## config.mk

```make
export PLATFORM = sky130hd
export DESIGN_NAME = io_sw_debounce_flat
export DESIGN_NICKNAME = d
export VERILOG_FILES = /design/src/rtl/io_sw_debounce_if.sv /design/src/rtl/io_sw_debounce.sv /design/src/flat_wrapper.sv
export SDC_FILE = /design/constraint.sdc
export NUM_CORES = 1
export LEC_CHECK = 0
export ABC_AREA = 1
export CAP_MARGIN = 20
export CORE_MARGIN = 1
export CORE_UTILIZATION = 54
export DETAILED_ROUTE_END_ITERATION = 16
export PLACE_DENSITY = 0.76
export SLEW_MARGIN = 20
export SYNTH_ARGS = -nofsm -noshare
export SYNTH_HDL_FRONTEND = slang
export SYNTH_SLANG_ARGS = --single-unit
```

## constraint.sdc

```tcl
create_clock -name clk_i -period 2.5 [get_ports clk_i]
set_clock_uncertainty 0.1 [all_clocks]
set_input_delay 0.5 -clock clk_i [delete_from_list [all_inputs] [get_ports clk_i]]
set_output_delay 0.5 -clock clk_i [all_outputs]
set_load 0.005 [all_outputs]
```

## src/rtl/io_sw_debounce_if.sv

```systemverilog
// LSU-facing register port of the switch peripheral: strobes, word select, write data and read data.
// The LSU drives the master side and the peripheral sits on the slave side.
interface io_sw_debounce_if;
    logic        rd_en_i;
    logic        wr_en_i;
    logic [1:0]  addr_i;
    logic [31:0] wr_data_i;
    logic [31:0] rd_data_o;

    modport master (
        output rd_en_i,
        output wr_en_i,
        output addr_i,
        output wr_data_i,
        input  rd_data_o
    );

    modport slave (
        input  rd_en_i,
        input  wr_en_i,
        input  addr_i,
        input  wr_data_i,
        output rd_data_o
    );
endinterface

```

## src/rtl/io_sw_debounce.sv

```systemverilog
// Board switch conditioner: 2-FF synchroniser, per-bit debounce, sticky rise/fall capture,
// clear-on-read edge registers, writable interrupt mask and a registered masked IRQ.
module io_sw_debounce #(
    parameter int unsigned NUM_SW    = 18,
    parameter int unsigned DB_CYCLES = 16
) (
    input  logic              clk_i,
    input  logic              rst_i,
    input  logic [NUM_SW-1:0] sw_raw_i,
    io_sw_debounce_if.slave   bus,
    output logic [31:0]       sw_o,
    output logic              irq_o
);
    localparam int unsigned CW = $clog2(DB_CYCLES);

    localparam logic [1:0] ADDR_STATE = 2'd0;
    localparam logic [1:0] ADDR_RISE  = 2'd1;
    localparam logic [1:0] ADDR_FALL  = 2'd2;
    localparam logic [1:0] ADDR_MASK  = 2'd3;

    logic [NUM_SW-1:0] sync1_q, sync_q;
    logic [NUM_SW-1:0] stable_q, stable_d;
    logic [CW-1:0]     cnt_q [NUM_SW];
    logic [CW-1:0]     cnt_d [NUM_SW];
    logic [NUM_SW-1:0] rise_q, rise_d;
    logic [NUM_SW-1:0] fall_q, fall_d;
    logic [NUM_SW-1:0] mask_q, mask_d;
    logic [31:0]       rd_data_q, rd_data_d;
    logic              irq_q, irq_d;

    logic [NUM_SW-1:0] rise_set, fall_set;
    logic              rd_rise, rd_fall, wr_mask;
    logic [31:0]       unused_wr_data;

    // Upper write-data bits beyond NUM_SW are deliberately ignored.
    assign unused_wr_data = bus.wr_data_i;

    always_comb begin
        stable_d = stable_q;
        for (int i = 0; i < int'(NUM_SW); i++) begin
            cnt_d[i] = '0;
            if (sync_q[i] != stable_q[i]) begin
                if (cnt_q[i] == CW'(DB_CYCLES - 1)) stable_d[i] = sync_q[i];
                else                                cnt_d[i]    = cnt_q[i] + CW'(1);
            end
        end

        rise_set = stable_d & ~stable_q;
        fall_set = ~stable_d & stable_q;
        rd_rise  = bus.rd_en_i && (bus.addr_i == ADDR_RISE);
        rd_fall  = bus.rd_en_i && (bus.addr_i == ADDR_FALL);
        wr_mask  = bus.wr_en_i && (bus.addr_i == ADDR_MASK);

        // Clear-on-read happens first so an edge landing on the same cycle survives.
        rise_d = (rd_rise ? '0 : rise_q) | rise_set;
        fall_d = (rd_fall ? '0 : fall_q) | fall_set;
        mask_d = wr_mask ? bus.wr_data_i[NUM_SW-1:0] : mask_q;

        rd_data_d = rd_data_q;
        if (bus.rd_en_i) begin
            case (bus.addr_i)
                ADDR_STATE: rd_data_d = 32'(stable_q);
                ADDR_RISE:  rd_data_d = 32'(rise_q);
                ADDR_FALL:  rd_data_d = 32'(fall_q);
                default:    rd_data_d = 32'(mask_q);
            endcase
        end

        irq_d = |((rise_d | fall_d) & mask_d);
    end

    always_ff @(posedge clk_i) begin
        if (rst_i) begin
            sync1_q   <= '0;
            sync_q    <= '0;
            stable_q  <= '0;
            rise_q    <= '0;
            fall_q    <= '0;
            mask_q    <= '0;
            rd_data_q <= '0;
            irq_q     <= 1'b0;
            for (int i = 0; i < int'(NUM_SW); i++) cnt_q[i] <= '0;
        end else begin
            sync1_q   <= sw_raw_i;
            sync_q    <= sync1_q;
            stable_q  <= stable_d;
            rise_q    <= rise_d;
            fall_q    <= fall_d;
            mask_q    <= mask_d;
            rd_data_q <= rd_data_d;
            irq_q     <= irq_d;
            for (int i = 0; i < int'(NUM_SW); i++) cnt_q[i] <= cnt_d[i];
        end
    end

    assign sw_o          = 32'(stable_q);
    assign irq_o         = irq_q;
    assign bus.rd_data_o = rd_data_q;
endmodule
```

## src/flat_wrapper.sv

```systemverilog
// flat-port wrapper written by rule: the top's interface ports become plain ports
module io_sw_debounce_flat 
#(
    parameter int unsigned NUM_SW    = 18,
    parameter int unsigned DB_CYCLES = 16
)
  (clk_i, rst_i, sw_raw_i, sw_o, irq_o, bus_rd_en_i, bus_wr_en_i, bus_addr_i, bus_wr_data_i, bus_rd_data_o);
  io_sw_debounce_if bus_i ();
  input  logic clk_i;
  input  logic rst_i;
  input  logic [NUM_SW-1:0] sw_raw_i;
  output logic [31:0] sw_o;
  output logic irq_o;
  input wire logic [$bits(bus_i.rd_en_i)-1:0] bus_rd_en_i;
  input wire logic [$bits(bus_i.wr_en_i)-1:0] bus_wr_en_i;
  input wire logic [$bits(bus_i.addr_i)-1:0] bus_addr_i;
  input wire logic [$bits(bus_i.wr_data_i)-1:0] bus_wr_data_i;
  output wire logic [$bits(bus_i.rd_data_o)-1:0] bus_rd_data_o;
  assign bus_i.rd_en_i = bus_rd_en_i;
  assign bus_i.wr_en_i = bus_wr_en_i;
  assign bus_i.addr_i = bus_addr_i;
  assign bus_i.wr_data_i = bus_wr_data_i;
  assign bus_rd_data_o = bus_i.rd_data_o;
  io_sw_debounce #(.NUM_SW(NUM_SW), .DB_CYCLES(DB_CYCLES)) u_core (.clk_i(clk_i), .rst_i(rst_i), .sw_raw_i(sw_raw_i), .bus(bus_i), .sw_o(sw_o), .irq_o(irq_o));
endmodule
```

==> results_dict.tcl, run 1 <==
set metrics [dict create \
    reg2reg_depth 11 \
    die_area_um2 15600 \
    peakVddDrop_v 0.000507 \
    layout-drive-gt1-share 0.0529 \
    required_ns 2.71 \
    grt_max_degree 79 \
    cts-root-buf "clkbuf_16" \
    drv_cap 0 \
    dpl_cell_area_um2 9150 \
    vias 6570 \
    finalWeightedCongestion 0.783 \
    hp-start "rst_i" \
    synth.area.top_cells "dfxtp_1, nor2_1, inv_1" \
    critPathSlowestCell "clkdlybuf4s50_1" \
    syn_inst 1052 \
    first_pass_iters 6 \
    critPathBufInv 2 \
    critical_path_arrival_ns 2.35 \
    startpoint_type "primary input" \
    cts_buffers 17 \
    fmax_ghz 0.468 \
    post-route-period-util 0.855 \
    yosysSeqAreaShare 0.490 \
    drv_slew 0 \
    start_util 0.557 \
    cpLargestDelayFamily "simple AND/OR/NAND/NOR gates" \
    yosys.area.top_type "dfxtp_1" \
    grt_pass1_wl_mm 28.1 \
    hpwl_mm 11.3 \
    setup_viol 0 \
    drt_iter0_drc 413 \
    num_rows 44 \
    stdcell_count 1337 \
    pwr-share-comb 0.057 \
    timing.rr.end "u_core.irq_o$_SDFF_PP0_" \
    swShare 0.209 \
    globalRouteTotalUtil 0.224 \
    ys_types 33 \
    synth.avg_cell_area_um2 7.73 \
    ioPinCount 121 \
    p_int_uw 5150 \
    h-tree-depth 4 \
    antenna_found_initial 0 \
    coreArea_um2 14600 \
    path_class "in -> reg" \
    totalPowerFinal_uw 6510 \
    synth_flop_cell "dfxtp_1" \
    diodes 0 \
    seqPwrFrac 0.503 \
    ys_ff_latch 199 \
    r2r_start "u_core.cnt_q[0][68]$_SDFF_PP0_" \
    synthArstFlopShare 0 \
    clkTransAtPathRegs_ns 0.07 \
    synth_top_area_frac 0.490 \
    synthTopCellsByCount "nor2_1, dfxtp_1, inv_1" \
    crit_fanout 18 \
    wl_per_cell_um 12.2 \
    crit_path_cell_trace "clkdlybuf4s50_1 > inv_2 > nor2_8 > nand2_4 > nand2_1 > nand2_1 > o21ai_0 > nand2_1 > nor2_1 > nand3_1 > nor2_1 > nor2_1" \
    clk_latency_ns 0.43 \
    vias_per_cell 4.91 \
    status "complete, no violations" \
    port-buffer-count 78 \
    pwr-share-clk 0.440 \
    cellLeakagePower_uw 0.00392 \
    post-route-util 0.669 \
    final.hold.worst_slack_ns 0.299 \
    cp_slowest_stage_delay_ns 0.61 \
    final_cell_area_um2 9770 \
    p_sw_uw 1360 \
    synthesis.area_um2 8130 \
    die_y_um 125 \
    drc 0 \
    grt_overflow 0 \
    rsz0062_at_grt "no" \
    detail-route-antenna-nets 0 \
    r2r_slack_ns 0.73 \
    cts_resized 0 \
    cts_buffer_depth 2 \
    die_w_um 125 \
    place_inst 1306 \
    drt_wl_total_mm 16.4 \
    hold_violations 0 \
    cts.sinks 199 \
    end_kind "flop" \
    cts_setup_buffers 0 \
    period_minus_slack_ns 2.14 \
    power_density_nw_per_um2 666 \
    ys_warn_count 0 \
    synth.most_common_cell "nor2_1" \
    nets 1215 \
    hold_path_depth 2 \
    hp-class "in -> reg" \
    cts_hold_buf 0 \
    syn2layout_area_growth_pct 20.1 \
    cts_tree "done" \
    grt_pass1_vias 6230 \
    synth_edf_count 0 \
    whs_endpoint "u_core.rise_q[15]$_SDFF_PP0_" \
]
[cell usage in the layout (no fill, tap or decap)]
master,synthesis,layout
a221oi_1,4,4
a31oi_1,11,11
o22ai_1,6,6
mux2i_1,1,1
nand2_4,1,1
clkbuf_16,0,17
o21ai_1,10,10
nand2_1,116,116
clkbuf_8,0,3
nand4_1,1,1
nand3_1,49,49
conb_1,1,28
clkbuf_1,18,1
nor3b_1,18,18
nor2_1,203,203
a211o_1,1,1
inv_1,171,171
inv_2,2,2
nor2_8,1,1
clkinv_2,0,6
dfxtp_1,199,199
nand2_2,2,2
xor2_1,20,20
o221ai_1,18,18
nand3_2,1,1
a211oi_1,3,3
o21a_1,12,12
bufinv_16,0,4
o21ai_0,65,65
ha_1,18,18
nand3b_1,4,4
clkdlybuf4s50_1,0,77
o211ai_1,4,4
a21oi_1,52,52
buf_12,0,5
buf_4,29,19
[area by class of cell]
type	count	area [µm²]
inverters	173	649
clock buffers	21	470
fillers	1191	4820
well taps	184	230
clock inverters	10	150
repair buffers	101	1010
multi-input cells	649	3270
flip-flops and latches	199	3980
[how the worst max path moves through the flow]
stage / startpoint / end / slack [ns] / depth (start not counted)
floorplan: bus_addr_i[0] / u_core.irq_o$_SDFF_PP0_ / 0.60 / 12
global route: bus_addr_i[1] / u_core.irq_o$_SDFF_PP0_ / 0.16 / 12
CTS: bus_addr_i[1] / u_core.irq_o$_SDFF_PP0_ / 0.39 / 12
finish: bus_addr_i[1] / u_core.irq_o$_SDFF_PP0_ / 0.36 / 12
detailed placement: bus_addr_i[1] / u_core.irq_o$_SDFF_PP0_ / -0.07 / 12
global placement: bus_addr_i[1] / u_core.irq_o$_SDFF_PP0_ / -0.07 / 12
[cells by family after synthesis]
group,after synthesis,synth area share
and+or+nand+nor,396,0.205
xor gates and xnor gates,20,0.0215
other,1,0.000461
buffers and inverters,231,0.121
DFF,199,0.490
muxes,1,0.00123
AOI/OAI and AO/OA,186,0.134
adders and majority gates,18,0.0277
[flip-flops by register name, indices dropped and copies added (netlist names)]
| signal | flops |
|---|---|
| u_core.sync1_q | 18 |
| u_core.cnt_q | 72 |
| u_core.rise_q | 18 |
| u_core.stable_q | 18 |
| u_core.mask_q | 18 |
| u_core.fall_q | 18 |
| u_core.irq_o | 1 |
| u_core.bus.rd_data_o | 18 |
| u_core.sync_q | 18 |
[routing by layer]
layer	GRT usage	vias to the layer above	routed length (µm)	share of wire
li1	-	3472	-	-
met1	0.285	2918	7760	0.47
met2	0.369	147	7570	0.46
met3	0.0430	33	668	0.041
met4	0.0957	0	365	0.022
met5	0	-	0	0
[power groups by stage]
stage / clock, µW / sequential [µW] / combinational [µW]
final: 2860 / 3270 / 373
after global routing: 3030 / 3280 / 417
after floorplan: 0 / 3340 / 224
after CTS: 2890 / 3270 / 374
after global placement: 0 / 3340 / 368
after detailed placement: 0 / 3350 / 372
[per-stage QoR]
step,TNS (ns),setup WS [ns]
after floorplan,0,0.600
after global placement,-0.0724,-0.0724
after detailed placement,-0.0669,-0.0669
after CTS,0,0.386
after global routing,0,0.158
final,0,0.363
No activity file was read; power rests on OpenSTA's default activity.
==> run 2: changes to the inputs <==
- RECOVER_POWER: not set -> 25
==> run 2 against run 1 <==
Total power about the same; first-iteration DRC count up 1.7%; combinational power fell by 1%; critical path depth shrank 7; via count barely moved; cell count is the same; sequential share of layout area is 0.10 points higher; clock-buffer cell count stayed put; register-to-register slack worse by 0.02 ns; die area unchanged; utilization fell by 0.16 points; global-route usage did not move; critical path type unchanged; highest routed layer unchanged.
==> results_dict.tcl, run 2 (synthesized netlist as in run 1, its figures left out) <==
set metrics [dict create \
    grt_overflow 0 \
    vias 6574 \
    required_ns 2.70 \
    die_area_um2 15600 \
    pwr-share-clk 0.440 \
    die_y_um 125 \
    nets 1215 \
    num_rows 44 \
    h-tree-depth 4 \
    end_kind "flop" \
    clk_latency_ns 0.43 \
    cellLeakagePower_uw 0.00390 \
    die_w_um 125 \
    path_class "in -> reg" \
    hold_violations 0 \
    hp-start "u_core.sync1_q[4]$_SDFF_PP0_" \
    fmax_ghz 0.450 \
    critical_path_arrival_ns 2.42 \
    timing.rr.end "u_core.irq_o$_SDFF_PP0_" \
    p_sw_uw 1360 \
    syn2layout_area_growth_pct 19.8 \
    fillCellCount 1198 \
    detail-route-antenna-nets 0 \
    regMostFlops "u_core.cnt_q" \
    final_common_cell "nor2_1" \
    cts_hold_buf 0 \
    hpwl_mm 11.3 \
    drv_cap 0 \
    whs_endpoint "u_core.sync_q[4]$_SDFF_PP0_" \
    crit_fanout 78 \
    pwr-share-comb 0.057 \
    grt_max_degree 79 \
    slew_headroom 0.352 \
    cts_setup_buffers 0 \
    layout-drive-gt1-share 0.0503 \
    start_util 0.557 \
    drt_iter0_drc 420 \
    reg2reg_depth 11 \
    clkTransAtPathRegs_ns 0.06 \
    cts_buffers 17 \
    seqPwrFrac 0.503 \
    cts.sinks 199 \
    tightest_slew_ns 0.972 \
    peakVddDrop_v 0.000507 \
    cts_tree "done" \
    power_density_nw_per_um2 668 \
    finalWeightedCongestion 0.783 \
    vias_per_cell 4.92 \
    p_int_uw 5140 \
    cts_buffer_depth 2 \
    grt_pass1_vias 6230 \
    drc 0 \
    coreArea_um2 14600 \
    post-route-period-util 0.889 \
    largest_reg_flops 72 \
    port-buffer-count 78 \
    hold_path_depth 2 \
    antenna_found_initial 0 \
    cts-root-buf "clkbuf_16" \
    drv_slew 0 \
    swShare 0.209 \
    drt_wl_total_mm 16.4 \
    period_minus_slack_ns 2.22 \
    seq_area_um2 3980 \
    ioPinCount 121 \
    globalRouteTotalUtil 0.224 \
    startpoint_type "primary input" \
    rsz0062_at_grt "no" \
    grt_pass1_wl_mm 28.1 \
    hp-class "reg -> reg" \
    r2r_start "u_core.cnt_q[0][68]$_SDFF_PP0_" \
    diodes 0 \
    cts_resized 0 \
    setup_viol 0 \
    wl_per_cell_um 12.2 \
    layout_common_cells "nor2_1, dfxtp_1, inv_1" \
    post-route-util 0.668 \
    place_inst 1306 \
    stdcell_count 1337 \
    r2r_slack_ns 0.71 \
    multi_input_area_um2 3270 \
    status "complete, no violations" \
    first_pass_iters 5 \
]
[run 2: cell types whose count changed in the layout (fill, tap and decap cells not counted)]
| cell | change |
|---|---|
| buf_12 | -1 |
| buf_4 | -3 |
| clkbuf_4 | +1 |
| clkbuf_1 | +3 |
[run 2: how the worst max path moves through the flow]
stage	start	endpoint	slack, ns	depth (start not counted)
global placement	bus_addr_i[1]	u_core.irq_o$_SDFF_PP0_	-0.07	12
floorplan	bus_addr_i[0]	u_core.irq_o$_SDFF_PP0_	0.60	12
detailed placement	bus_addr_i[1]	u_core.irq_o$_SDFF_PP0_	-0.07	12
CTS	bus_addr_i[1]	u_core.irq_o$_SDFF_PP0_	0.39	12
finish	rst_i	u_core.cnt_q[0][2]$_SDFF_PP0_	0.28	5
global route	bus_addr_i[1]	u_core.irq_o$_SDFF_PP0_	0.13	12
[run 2: worst max-delay path, stage by stage]
cell and delay (ns):
clkbuf_1 0.59, clkbuf_4 0.88, a21oi_1 0.09, o221ai_1 0.19, nor3b_1 0.11
[run 2: cell type report]
cell class,count,share of cell area
well taps,184,0.0236
flip-flops and latches,199,0.409
inverters,173,0.0666
clock inverters,10,0.0154
repair buffers,101,0.102
clock buffers,21,0.0483
multi-input cells,649,0.336
[run 2: metal layers]
metal	routed length, µm	part of all wire	track usage	vias up
li1	-	-	-	3475
met1	7850	0.48	0.285	2923
met2	7560	0.46	0.369	143
met3	591	0.036	0.0430	33
met4	366	0.022	0.0957	0
met5	0	0	0	-
[run 2: power groups by stage]
stage | Clock, µW | Sequential [µW] | Combinational (µW)
2_1_floorplan | 0 | 3340 | 224
3_3_place_gp | 0 | 3340 | 368
3_5_place_dp | 0 | 3350 | 372
4_1_cts | 2890 | 3270 | 374
5_1_grt | 3030 | 3280 | 413
6_report | 2860 | 3270 | 368
[run 2: through the flow]
stage	total power, µW	setup slack [ns]	area [µm²]	TNS, ns	hold slack (ns)
2_1_floorplan	3560	0.600	8230	0	0.288
3_3_place_gp	3710	-0.0724	9150	-0.0724	0.290
3_5_place_dp	3720	-0.0669	9150	-0.0669	0.292
4_1_cts	6540	0.386	9770	0	0.294
5_1_grt	6730	0.129	9740	0	0.319
6_report	6510	0.277	9740	0	0.300
==> run 3: changes to the inputs <==
- SETUP_SLACK_MARGIN: not set -> 0.15
==> results of run 3 <==
No change in the layout: final DEF, timing and power equal those of run 2.
